`config.mk`:
```
export PLATFORM = sky130hd
export DESIGN_NAME = lcd_frame_refresh
export DESIGN_NICKNAME = d
export VERILOG_FILES = /design/src/rtl/lcd_pkg.sv /design/src/rtl/lcd_frame_refresh_char_buf.sv /design/src/rtl/lcd_frame_refresh.sv
export SDC_FILE = /design/constraint.sdc
export NUM_CORES = 1
export LEC_CHECK = 0
export CORE_MARGIN = 10
export CORE_UTILIZATION = 50
export CTS_BUF_LIST = sky130_fd_sc_hd__clkbuf_4 sky130_fd_sc_hd__clkbuf_8
export DETAILED_ROUTE_END_ITERATION = 8
export PLACE_DENSITY = 0.78
export SETUP_SLACK_MARGIN = 0.15
export SLEW_MARGIN = 20
export SYNTH_ARGS = -nofsm -noshare
export SYNTH_HDL_FRONTEND = slang
export SYNTH_SLANG_ARGS = --single-unit
```
`constraint.sdc`:
```
create_clock -name iCLK -period 5.46 [get_ports iCLK]
set_input_delay 0.546 -clock iCLK [delete_from_list [all_inputs] [get_ports iCLK]]
set_output_delay 0.546 -clock iCLK [all_outputs]
set_load 0.02 [all_outputs]
```
`src/rtl/lcd_pkg.sv`:
```
// Shared constants, state encoding and helpers for the character-LCD frame sequencer.
// Command bytes follow the HD44780 instruction set.
package lcd_pkg;

  localparam logic [7:0] LCD_CMD_FUNCSET = 8'h38;
  localparam logic [7:0] LCD_CMD_DISPON  = 8'h0C;
  localparam logic [7:0] LCD_CMD_CLEAR   = 8'h01;
  localparam logic [7:0] LCD_CMD_ENTRY   = 8'h06;
  localparam logic [7:0] LCD_CMD_SETADDR = 8'h80;

  localparam int LCD_INIT_LEN = 4;

  // DDRAM start address of each display line, index = row
  localparam logic [3:0][7:0] LCD_ROW_BASE = {8'h54, 8'h14, 8'h40, 8'h00};

  typedef enum logic [2:0] {
    ST_INIT = 3'd0,
    ST_SEND = 3'd1,
    ST_WAIT = 3'd2,
    ST_GAP  = 3'd3,
    ST_NEXT = 3'd4,
    ST_SCAN = 3'd5,
    ST_IDLE = 3'd6
  } lcd_st_t;

  function automatic logic [7:0] row_base(input logic [1:0] row);
    return LCD_ROW_BASE[row];
  endfunction

  function automatic logic [7:0] init_cmd(input logic [1:0] step);
    logic [7:0] cmd;
    case (step)
      2'd0:    cmd = LCD_CMD_FUNCSET;
      2'd1:    cmd = LCD_CMD_DISPON;
      2'd2:    cmd = LCD_CMD_CLEAR;
      2'd3:    cmd = LCD_CMD_ENTRY;
      default: cmd = LCD_CMD_ENTRY;
    endcase
    return cmd;
  endfunction

endpackage

```
`src/rtl/lcd_frame_refresh_char_buf.sv`:
```
// ROWS x COLS character store: one synchronous write port, one combinational read port.
// Cells are addressed row*COLS+col and reset to FILL_CHAR.
module lcd_char_buf
  import lcd_pkg::*;
#(
  parameter int          ROWS      = 2,
  parameter int          COLS      = 16,
  parameter logic [7:0]  FILL_CHAR = 8'h20
) (
  input  logic       iCLK,
  input  logic       iRST_N,
  input  logic       wr_en,
  input  logic [1:0] wr_row,
  input  logic [5:0] wr_col,
  input  logic [7:0] wr_char,
  input  logic [1:0] rd_row,
  input  logic [5:0] rd_col,
  output logic [7:0] rd_char
);

  localparam int DEPTH = ROWS * COLS;
  localparam int AW    = (DEPTH > 1) ? $clog2(DEPTH) : 1;

  logic [7:0]    mem_r [DEPTH];
  logic [AW-1:0] wr_idx_s;
  logic [AW-1:0] rd_idx_s;

  assign wr_idx_s = AW'(int'(wr_row) * COLS + int'(wr_col));
  assign rd_idx_s = AW'(int'(rd_row) * COLS + int'(rd_col));
  assign rd_char  = mem_r[rd_idx_s];

  // Cell storage; callers only assert wr_en for in-range coordinates
  always_ff @(posedge iCLK or negedge iRST_N) begin
    if (!iRST_N) begin
      for (int i = 0; i < DEPTH; i++) begin
        mem_r[i] <= FILL_CHAR;
      end
    end else if (wr_en) begin
      mem_r[wr_idx_s] <= wr_char;
    end
  end

endmodule

```
`src/rtl/lcd_frame_refresh.sv`:
```
// Character-LCD sequencer: runs the controller init once, paints every row, then
// repaints only rows dirtied by host writes, via the LCD_Controller start/done handshake.
module lcd_frame_refresh
  import lcd_pkg::*;
#(
  parameter int          ROWS       = 2,
  parameter int          COLS       = 16,
  parameter int          GAP_CYCLES = 262142,
  parameter logic [7:0]  FILL_CHAR  = 8'h20
) (
  input  logic       iCLK,
  input  logic       iRST_N,
  input  logic       wr_en,
  input  logic [1:0] wr_row,
  input  logic [5:0] wr_col,
  input  logic [7:0] wr_char,
  output logic [7:0] ctl_data,
  output logic       ctl_rs,
  output logic       ctl_start,
  input  logic       ctl_done,
  output logic       init_done,
  output logic       busy
);

  localparam int             GW       = $clog2(GAP_CYCLES + 1);
  localparam logic [GW-1:0]  GAP_LAST = GW'(GAP_CYCLES - 1);
  localparam logic [5:0]     COL_LAST = 6'(COLS - 1);
  localparam logic [1:0]     STEP_LAST = 2'(LCD_INIT_LEN - 1);

  lcd_st_t         state_r, state_nxt_s;
  logic [1:0]      step_r, step_nxt_s;
  logic [1:0]      row_r, row_nxt_s;
  logic [5:0]      col_r, col_nxt_s;
  logic            addr_phase_r, addr_phase_nxt_s;
  logic [GW-1:0]   gap_r, gap_nxt_s;
  logic [ROWS-1:0] dirty_r, dirty_nxt_s, dirty_set_s, dirty_clr_s;
  logic [7:0]      ctl_data_r, ctl_data_nxt_s;
  logic            ctl_rs_r, ctl_rs_nxt_s;
  logic            ctl_start_r, ctl_start_nxt_s;
  logic            init_done_r, init_done_nxt_s;
  logic            busy_r;

  logic            wr_ok_s;
  logic [7:0]      rd_char_s;
  logic [7:0]      xfer_byte_s;
  logic            xfer_rs_s;
  logic [1:0]      scan_idx_s;
  logic            scan_hit_s;

  assign wr_ok_s = wr_en && ({1'b0, wr_row} < 3'(ROWS)) && (wr_col < 6'(COLS));

  lcd_char_buf #(
    .ROWS      (ROWS),
    .COLS      (COLS),
    .FILL_CHAR (FILL_CHAR)
  ) u_buf (
    .iCLK    (iCLK),
    .iRST_N  (iRST_N),
    .wr_en   (wr_ok_s),
    .wr_row  (wr_row),
    .wr_col  (wr_col),
    .wr_char (wr_char),
    .rd_row  (row_r),
    .rd_col  (col_r),
    .rd_char (rd_char_s)
  );

  // Byte to hand to the controller for the current step of the sequence
  always_comb begin
    if (!init_done_r) begin
      xfer_byte_s = init_cmd(step_r);
      xfer_rs_s   = 1'b0;
    end else if (addr_phase_r) begin
      xfer_byte_s = LCD_CMD_SETADDR | row_base(row_r);
      xfer_rs_s   = 1'b0;
    end else begin
      xfer_byte_s = rd_char_s;
      xfer_rs_s   = 1'b1;
    end
  end

  // Lowest-numbered dirty row: walk downwards so the smallest index is assigned last
  always_comb begin
    scan_idx_s = 2'd0;
    for (int i = ROWS - 1; i >= 0; i--) begin
      scan_idx_s = dirty_r[i] ? 2'(i) : scan_idx_s;
    end
  end

  assign scan_hit_s  = |dirty_r;
  assign dirty_set_s = wr_ok_s ? (ROWS'(1) << wr_row) : '0;
  // A host write landing on the row being claimed keeps it dirty
  assign dirty_nxt_s = (dirty_r & ~dirty_clr_s) | dirty_set_s;

  // Sequencer next-state and output decode
  always_comb begin
    state_nxt_s      = state_r;
    step_nxt_s       = step_r;
    row_nxt_s        = row_r;
    col_nxt_s        = col_r;
    addr_phase_nxt_s = addr_phase_r;
    gap_nxt_s        = gap_r;
    ctl_data_nxt_s   = ctl_data_r;
    ctl_rs_nxt_s     = ctl_rs_r;
    ctl_start_nxt_s  = ctl_start_r;
    init_done_nxt_s  = init_done_r;
    dirty_clr_s      = '0;
    case (state_r)
      ST_INIT: begin
        state_nxt_s = ST_SEND;
      end
      ST_SEND: begin
        ctl_data_nxt_s  = xfer_byte_s;
        ctl_rs_nxt_s    = xfer_rs_s;
        ctl_start_nxt_s = 1'b1;
        state_nxt_s     = ST_WAIT;
      end
      ST_WAIT: begin
        if (ctl_done) begin
          ctl_start_nxt_s = 1'b0;
          state_nxt_s     = ST_GAP;
        end else begin
          state_nxt_s     = ST_WAIT;
        end
      end
      ST_GAP: begin
        if (gap_r == GAP_LAST) begin
          gap_nxt_s   = '0;
          state_nxt_s = ST_NEXT;
        end else begin
          gap_nxt_s   = gap_r + 1'b1;
        end
      end
      ST_NEXT: begin
        if (!init_done_r) begin
          if (step_r == STEP_LAST) begin
            init_done_nxt_s = 1'b1;
            state_nxt_s     = ST_SCAN;
          end else begin
            step_nxt_s      = step_r + 2'd1;
            state_nxt_s     = ST_SEND;
          end
        end else if (addr_phase_r) begin
          addr_phase_nxt_s = 1'b0;
          col_nxt_s        = 6'd0;
          state_nxt_s      = ST_SEND;
        end else if (col_r == COL_LAST) begin
          state_nxt_s      = ST_SCAN;
        end else begin
          col_nxt_s        = col_r + 6'd1;
          state_nxt_s      = ST_SEND;
        end
      end
      ST_SCAN: begin
        if (scan_hit_s) begin
          dirty_clr_s      = ROWS'(1) << scan_idx_s;
          row_nxt_s        = scan_idx_s;
          addr_phase_nxt_s = 1'b1;
          state_nxt_s      = ST_SEND;
        end else begin
          state_nxt_s      = ST_IDLE;
        end
      end
      ST_IDLE: begin
        if (scan_hit_s) begin
          state_nxt_s = ST_SCAN;
        end else begin
          state_nxt_s = ST_IDLE;
        end
      end
      default: begin
        state_nxt_s = ST_INIT;
      end
    endcase
  end

  // State and registered outputs; reset drops ctl_start immediately and restarts init
  always_ff @(posedge iCLK or negedge iRST_N) begin
    if (!iRST_N) begin
      state_r      <= ST_INIT;
      step_r       <= 2'd0;
      row_r        <= 2'd0;
      col_r        <= 6'd0;
      addr_phase_r <= 1'b0;
      gap_r        <= '0;
      dirty_r      <= '1;
      ctl_data_r   <= 8'h00;
      ctl_rs_r     <= 1'b0;
      ctl_start_r  <= 1'b0;
      init_done_r  <= 1'b0;
      busy_r       <= 1'b0;
    end else begin
      state_r      <= state_nxt_s;
      step_r       <= step_nxt_s;
      row_r        <= row_nxt_s;
      col_r        <= col_nxt_s;
      addr_phase_r <= addr_phase_nxt_s;
      gap_r        <= gap_nxt_s;
      dirty_r      <= dirty_nxt_s;
      ctl_data_r   <= ctl_data_nxt_s;
      ctl_rs_r     <= ctl_rs_nxt_s;
      ctl_start_r  <= ctl_start_nxt_s;
      init_done_r  <= init_done_nxt_s;
      busy_r       <= (state_nxt_s != ST_IDLE);
    end
  end

  assign ctl_data  = ctl_data_r;
  assign ctl_rs    = ctl_rs_r;
  assign ctl_start = ctl_start_r;
  assign init_done = init_done_r;
  assign busy      = busy_r;

endmodule
```
* Word-level counts from Yosys, hierarchy flattened *
Cells that the tools add are included.

storage, ports and cells
  word-level logic and storage cells = 130
  register bits after elaboration = 301
  output and inout port bits = 12

cells by class
  add/sub/neg operators = 5
  equality and inequality tests = 16
  shift-type cells = 2
  reductions and logical operators = 13
  bitwise operators = 7
  order comparisons = 6
  muxes and demuxes = 37

operator list
  kind                                                       count
  bitwise mux 256 bit                                        1
  binary-select mux 8 bit (select 5 bit)                     1
  demux 8 bit (select 5 bit)                                 1
  two-way mux 8 bit                                          5
  case mux 8 bit (4 select lines)                            1
  case mux 3 bit (7 select lines)                            1
  adder 18 x 1 -> 18 bit (second input constant)             1
  equality test 18 bit (second input constant)               1
  two-way mux 18 bit                                         1
  two-way mux 3 bit                                          6
  binary-select mux 8 bit (select 2 bit)                     1
  greater-or-equal comparator 6 bit (second input constant)  2
  two-way mux 6 bit                                          2
  inverter 5 -> 6 bit                                        2
  adder 5 bit                                                2
  two-way mux 1 bit                                          10
  equality test 3 bit (second input constant)                3
  AND reduction 3 bit                                        3
  two-way mux 2 bit                                          4
  != test 2 bit (second input constant)                      4
  two-way mux 7 bit                                          1
  adder 6 x 1 -> 6 bit (second input constant)               1
  equality test 3 x 2 -> 1 bit (second input constant)       2
  equality test 6 x 4 -> 1 bit (second input constant)       1
  other kinds (22)                                           29

* Logic depth before layout (Yosys ltp) *
  depth after elaboration = 8
  depth in mapped cells = 8

* Hierarchy *
A second synthesis with hierarchy kept.

unflattened totals
  cell total of the unflattened synthesis = 976
  area, all modules = 14197.4 µm²

modules (own cells, without submodules)
  module             cells an instance  sequential area each (µm²)  area each (µm²)  times used
  lcd_char_buf       729                6446.2                      11881.4          1
  lcd_frame_refresh  247                1128.6                      2316.0           1

* Worst setup path after synthesis *
Ideal clock, no wire load.

  path kind = input to register
  start point = input wr_row[1]
  end point = register u_buf.mem_r[176] in the netlist's numbering
  slack = 3239 ps
  data arrival time = 2096 ps
  cell stages on the path = 5
  path buffers = 0
  cell sequence = or4b_4 -> nor2_1 -> nand2_2 -> nor2_2 -> mux2_2

on the way
  word-level cells in the longest chain between the ends = 3

ends and longest elaborated chain
  what                            RTL line                          text
  start: declaration              lcd_frame_refresh.sv:14           input logic [1:0] wr_row,
  less-than comparator 2 bit      lcd_frame_refresh.sv:50           assign wr_ok_s = wr_en && ({1'b0, wr_row} < 3'(ROWS)) && (wr_col < 6'(COLS));
  logical AND 1 bit (2 in a row)  lcd_frame_refresh.sv:50
  end signal: indexed assignment  lcd_frame_refresh_char_buf.sv:39  mem_r[wr_idx_s] <= wr_char;
  end: declaration                lcd_frame_refresh_char_buf.sv:24  logic [7:0] mem_r [DEPTH];

No other way between the ends.
A chain may end at the register's enable or synchronous reset.

* Worst setup path in the final report *
  start point = input wr_col[4]
  end point = register u_buf.mem_r[2] in the netlist's numbering

on the way
  word-level cells in the longest chain between the ends = 7
  elaborated cells on any way between the ends = 10
  those cells by class = add/sub: 1; order compare: 3; mux: 3; bitwise: 1; reduce/logical: 2

ends and longest elaborated chain
  what                                                                                                            RTL line                          text
  start: declaration                                                                                              lcd_frame_refresh.sv:15           input logic [5:0] wr_col,
  adder 5 bit                                                                                                     lcd_frame_refresh_char_buf.sv:28  assign wr_idx_s = AW'(int'(wr_row) * COLS + int'(wr_col));
  inverter 5 -> 6 bit (not written as such)                                                                       lcd_frame_refresh_char_buf.sv:39
  greater-or-equal comparator 6 bit (not written as such) or less-than comparator 6 x 1 -> 1 bit (tied branches)  lcd_frame_refresh_char_buf.sv:39
  logical AND 1 bit (not written as such)                                                                         lcd_frame_refresh_char_buf.sv:39
  two-way mux 8 bit (not written as such)                                                                         lcd_frame_refresh_char_buf.sv:39
  demux 8 bit (select 5 bit)                                                                                      lcd_frame_refresh_char_buf.sv:39
  bitwise mux 256 bit                                                                                             lcd_frame_refresh_char_buf.sv:39

Parallel ways exist; a longest one is shown, timed or not.

==> results.py <==
metrics = {
    "timing": {
        "slew-limit-headroom_pct": 26.3,
        "setup_tns_ns": 0,
        "tightest_slew_ns": 1.10,
        "setup_slack_ns": 2.04,
        "whs_ns": 0.120,
        "max_freq_mhz": 292,
        "fin_worst_skew_ns": 0.0203,
        "post-route-min-period_ns": 3.42,
        "fin_crit_sh_pct": 62.7,
        "finalHoldViolCount": 0,
        "setup-violations-final": 0,
        "drv_slew": 0,
        "rsz0062_at_grt": "false",
    },
    "die": {
        "core-area_mm2": 0.0279,
        "die_y_um": 189,
        "die-area_mm2": 0.0356,
        "die_w_um": 189,
        "initial_core_util_pct": 51.0,
        "io_pins": 32,
        "rows": 61,
    },
    "layout": {
        "n_antenna_cell": 0,
        "register_area_mm2": 0.00758,
        "multi_input_area_mm2": 0.00639,
        "syn2layout_area_growth_pct": 12.0,
        "nets": 1097,
        "final_cell_mix": "265 x mux2_2, 265 x dfrtp_1, 61 x clkbuf_8",
        "nFillCells": 2235,
        "final_layout_size_suffix_gt1_share_pct": 45.3,
    },
    "critical_path": {
        "crit_path_end_kind": "flip-flop",
        "r2r_end": "col_r[0]$_DFFE_PN0P_",
        "cp_slowest_cell": "nor4b_2",
        "path_buf_inv": 1,
        "r2r-start": "col_r[1]$_DFFE_PN0P_",
        "slowest_delay_ns": 0.96,
        "crit_type": "in2reg",
        "startpoint_type": "input port",
        "path_max_fanout": 8,
        "cp.arrival_ns": 3.88,
        "worst_ep_required_time_ns": 5.91,
        "rr_worst_depth": 5,
        "crit_chain": "clkdlybuf4s50_1, nor4b_2, nand3_2, nor3_2, mux2_2",
        "ff2ff_setup_slack_ns": 2.40,
        "crit_family": "simple AND/OR/NAND/NOR gates",
    },
    "power": {
        "p_leak_nw": 7.17,
        "power_density_mw_per_mm2": 303,
        "ir_worst_vdd_mv": 0.150,
    },
    "cts": {
        "clock_path_buffers": 3,
        "clock_latency_ns": 0.58,
        "cts_buffers": 49,
        "cts.sinks": 301,
        "cts_resized": 0,
        "cts_root_buffer": "clkbuf_8",
        "clkTransAtPathRegs_ns": 0.06,
        "htree_levels": 2,
        "ctsHoldBuffers": 0,
        "cts_tree": "built",
        "postCtsSetupBuffers": 0,
    },
    "synth": {
        "synth_ff_type": "dfrtp_1",
        "syn_area_per_cell_um2": 13.7,
        "synth.net_count": 1064,
        "synthArstFlopShare_pct": 100,
        "synth-seq-area-share_pct": 53.2,
        "ys_seq_elements": 301,
        "synth_edf_count": 0,
        "syn_area_mm2": 0.0142,
        "ys_warn_count": 0,
        "syn-instance-count": 1037,
        "ys_types": 63,
    },
    "grt": {
        "grt_pass1_vias": 9199,
        "grt_pass1_wl_um": 52500,
        "grt_antenna_before_repair": 0,
        "grt_overflow": 0,
        "grt_start_max_net_pins": 134,
        "track_usage_pct": 18.4,
    },
    "drt": {
        "post-route-drc-count": 0,
        "drtIter0Drc": 729,
        "ant_nets": 0,
        "vias_per_cell": 5.98,
        "via_count": 8891,
        "routedWlPerCell_um": 21.9,
        "first_pass_iters": 5,
        "wl_um": 32600,
    },
    "placed_design": {
        "place_worst_setup_slack_ns": 1.62,
        "port-buffer-count": 31,
        "dp_hpwl_um": 20800,
        "place.gp.congestion": 0.860,
    },
    "job": {
        "max_cap_viol_count": 0,
    },
    "hold_path": {
        "hold_class": "in2async",
    },
    "status": {
        "status": "completed",
    },
}
==> logic make-up after synthesis <==
family / synth area share (%)
AOI/OAI and AO/OA: 4.10
xor gates and xnor gates: 1.22
adders and majority gates: 0.615
buffers and inverters: 2.02
DFF: 53.2
muxes: 30.7
and+or+nand+nor: 8.09
==> synthesized netlist by cell type (all sizes together) (4+ instances only) <==
cell type / instances / area share, %
clkbuf: 44 / 1.2
a21oi: 8 / 0.28
xnor2: 7 / 0.43
ha: 7 / 0.62
nor3b: 6 / 0.32
mux2i: 13 / 0.91
o22ai: 5 / 0.22
nand3: 24 / 1.1
xor2: 12 / 0.79
nand2b: 5 / 0.22
and3: 7 / 0.31
nand2: 55 / 1.5
mux4: 56 / 8.9
nor4: 5 / 0.22
nor3: 23 / 0.96
nor2b: 8 / 0.35
a31oi: 8 / 0.35
o21ai: 26 / 0.91
inv: 7 / 0.18
mux2: 265 / 21
o311ai: 5 / 0.31
nor2: 66 / 2.1
buf: 19 / 0.65
a211oi: 6 / 0.32
dfstp: 34 / 6.3
and2: 4 / 0.18
dfrtp: 267 / 47
==> how the worst max path moves through the flow <==
stage / from / to / slack, ns / depth (start not counted)
global route: wr_col[4] / u_buf.mem_r[134]$_DFFE_PN0P_ / 2.10 / 5
floorplan: wr_row[1] / u_buf.mem_r[176]$_DFFE_PN0P_ / 3.24 / 5
global placement: wr_col[4] / u_buf.mem_r[4]$_DFFE_PN0P_ / 1.63 / 5
CTS: wr_col[4] / u_buf.mem_r[134]$_DFFE_PN0P_ / 2.21 / 5
finish: wr_col[4] / u_buf.mem_r[2]$_DFFE_PN0P_ / 2.04 / 5
detailed placement: wr_col[4] / u_buf.mem_r[134]$_DFFE_PN0P_ / 1.62 / 5
==> where the power goes <==
part | internal, mW | switching (mW) | leakage, nW
combinational | 0.162 | 0.175 | 2.61
clock | 1.16 | 0.893 | 0.562
sequential | 2.37 | 0.0836 | 4.00
total | 3.69 | 1.15 | 7.17
==> layout make-up <==
class | count | share of cell area [%]
inverter | 8 | 0.188
clock inverter | 7 | 0.290
multi-input combinational | 665 | 40.1
timing repair buffer | 45 | 2.65
tap | 378 | 2.97
sequential | 301 | 47.5
clock buffer | 83 | 6.30
==> stage by stage <==
step | power (mW) | area, um2 | cells | utilization (%)
CTS | 4.88 | 16000 | 1487 | 57.1
floorplan | 2.68 | 14200 | 1037 | -
detailed placement | 2.83 | 14900 | 1397 | 53.3
finish | 4.84 | 15900 | 1487 | 57.1
global route | 5.02 | 15900 | 1487 | 57.1
global placement | 2.81 | 14900 | 1397 | 53.4
==> per-layer routing <==
metal,share of wire [%],track usage (%),vias to the layer above
li1,-,-,3904
met1,46,25.9,4650
met2,45,27.5,270
met3,7.0,4.21,67
met4,2.6,5.92,0
met5,0,0,-
==> state kept, by name, summed over array words and instances (netlist names) <==
signal        count
addr_phase_r      1
busy              1
col_r             6
ctl_data          8
ctl_rs            1
ctl_start         1
dirty_r           2
gap_r            18
init_done         1
row_r             1
state_r           3
step_r            2
u_buf.mem_r     256
No activity file was read; power rests on OpenSTA's default activity.
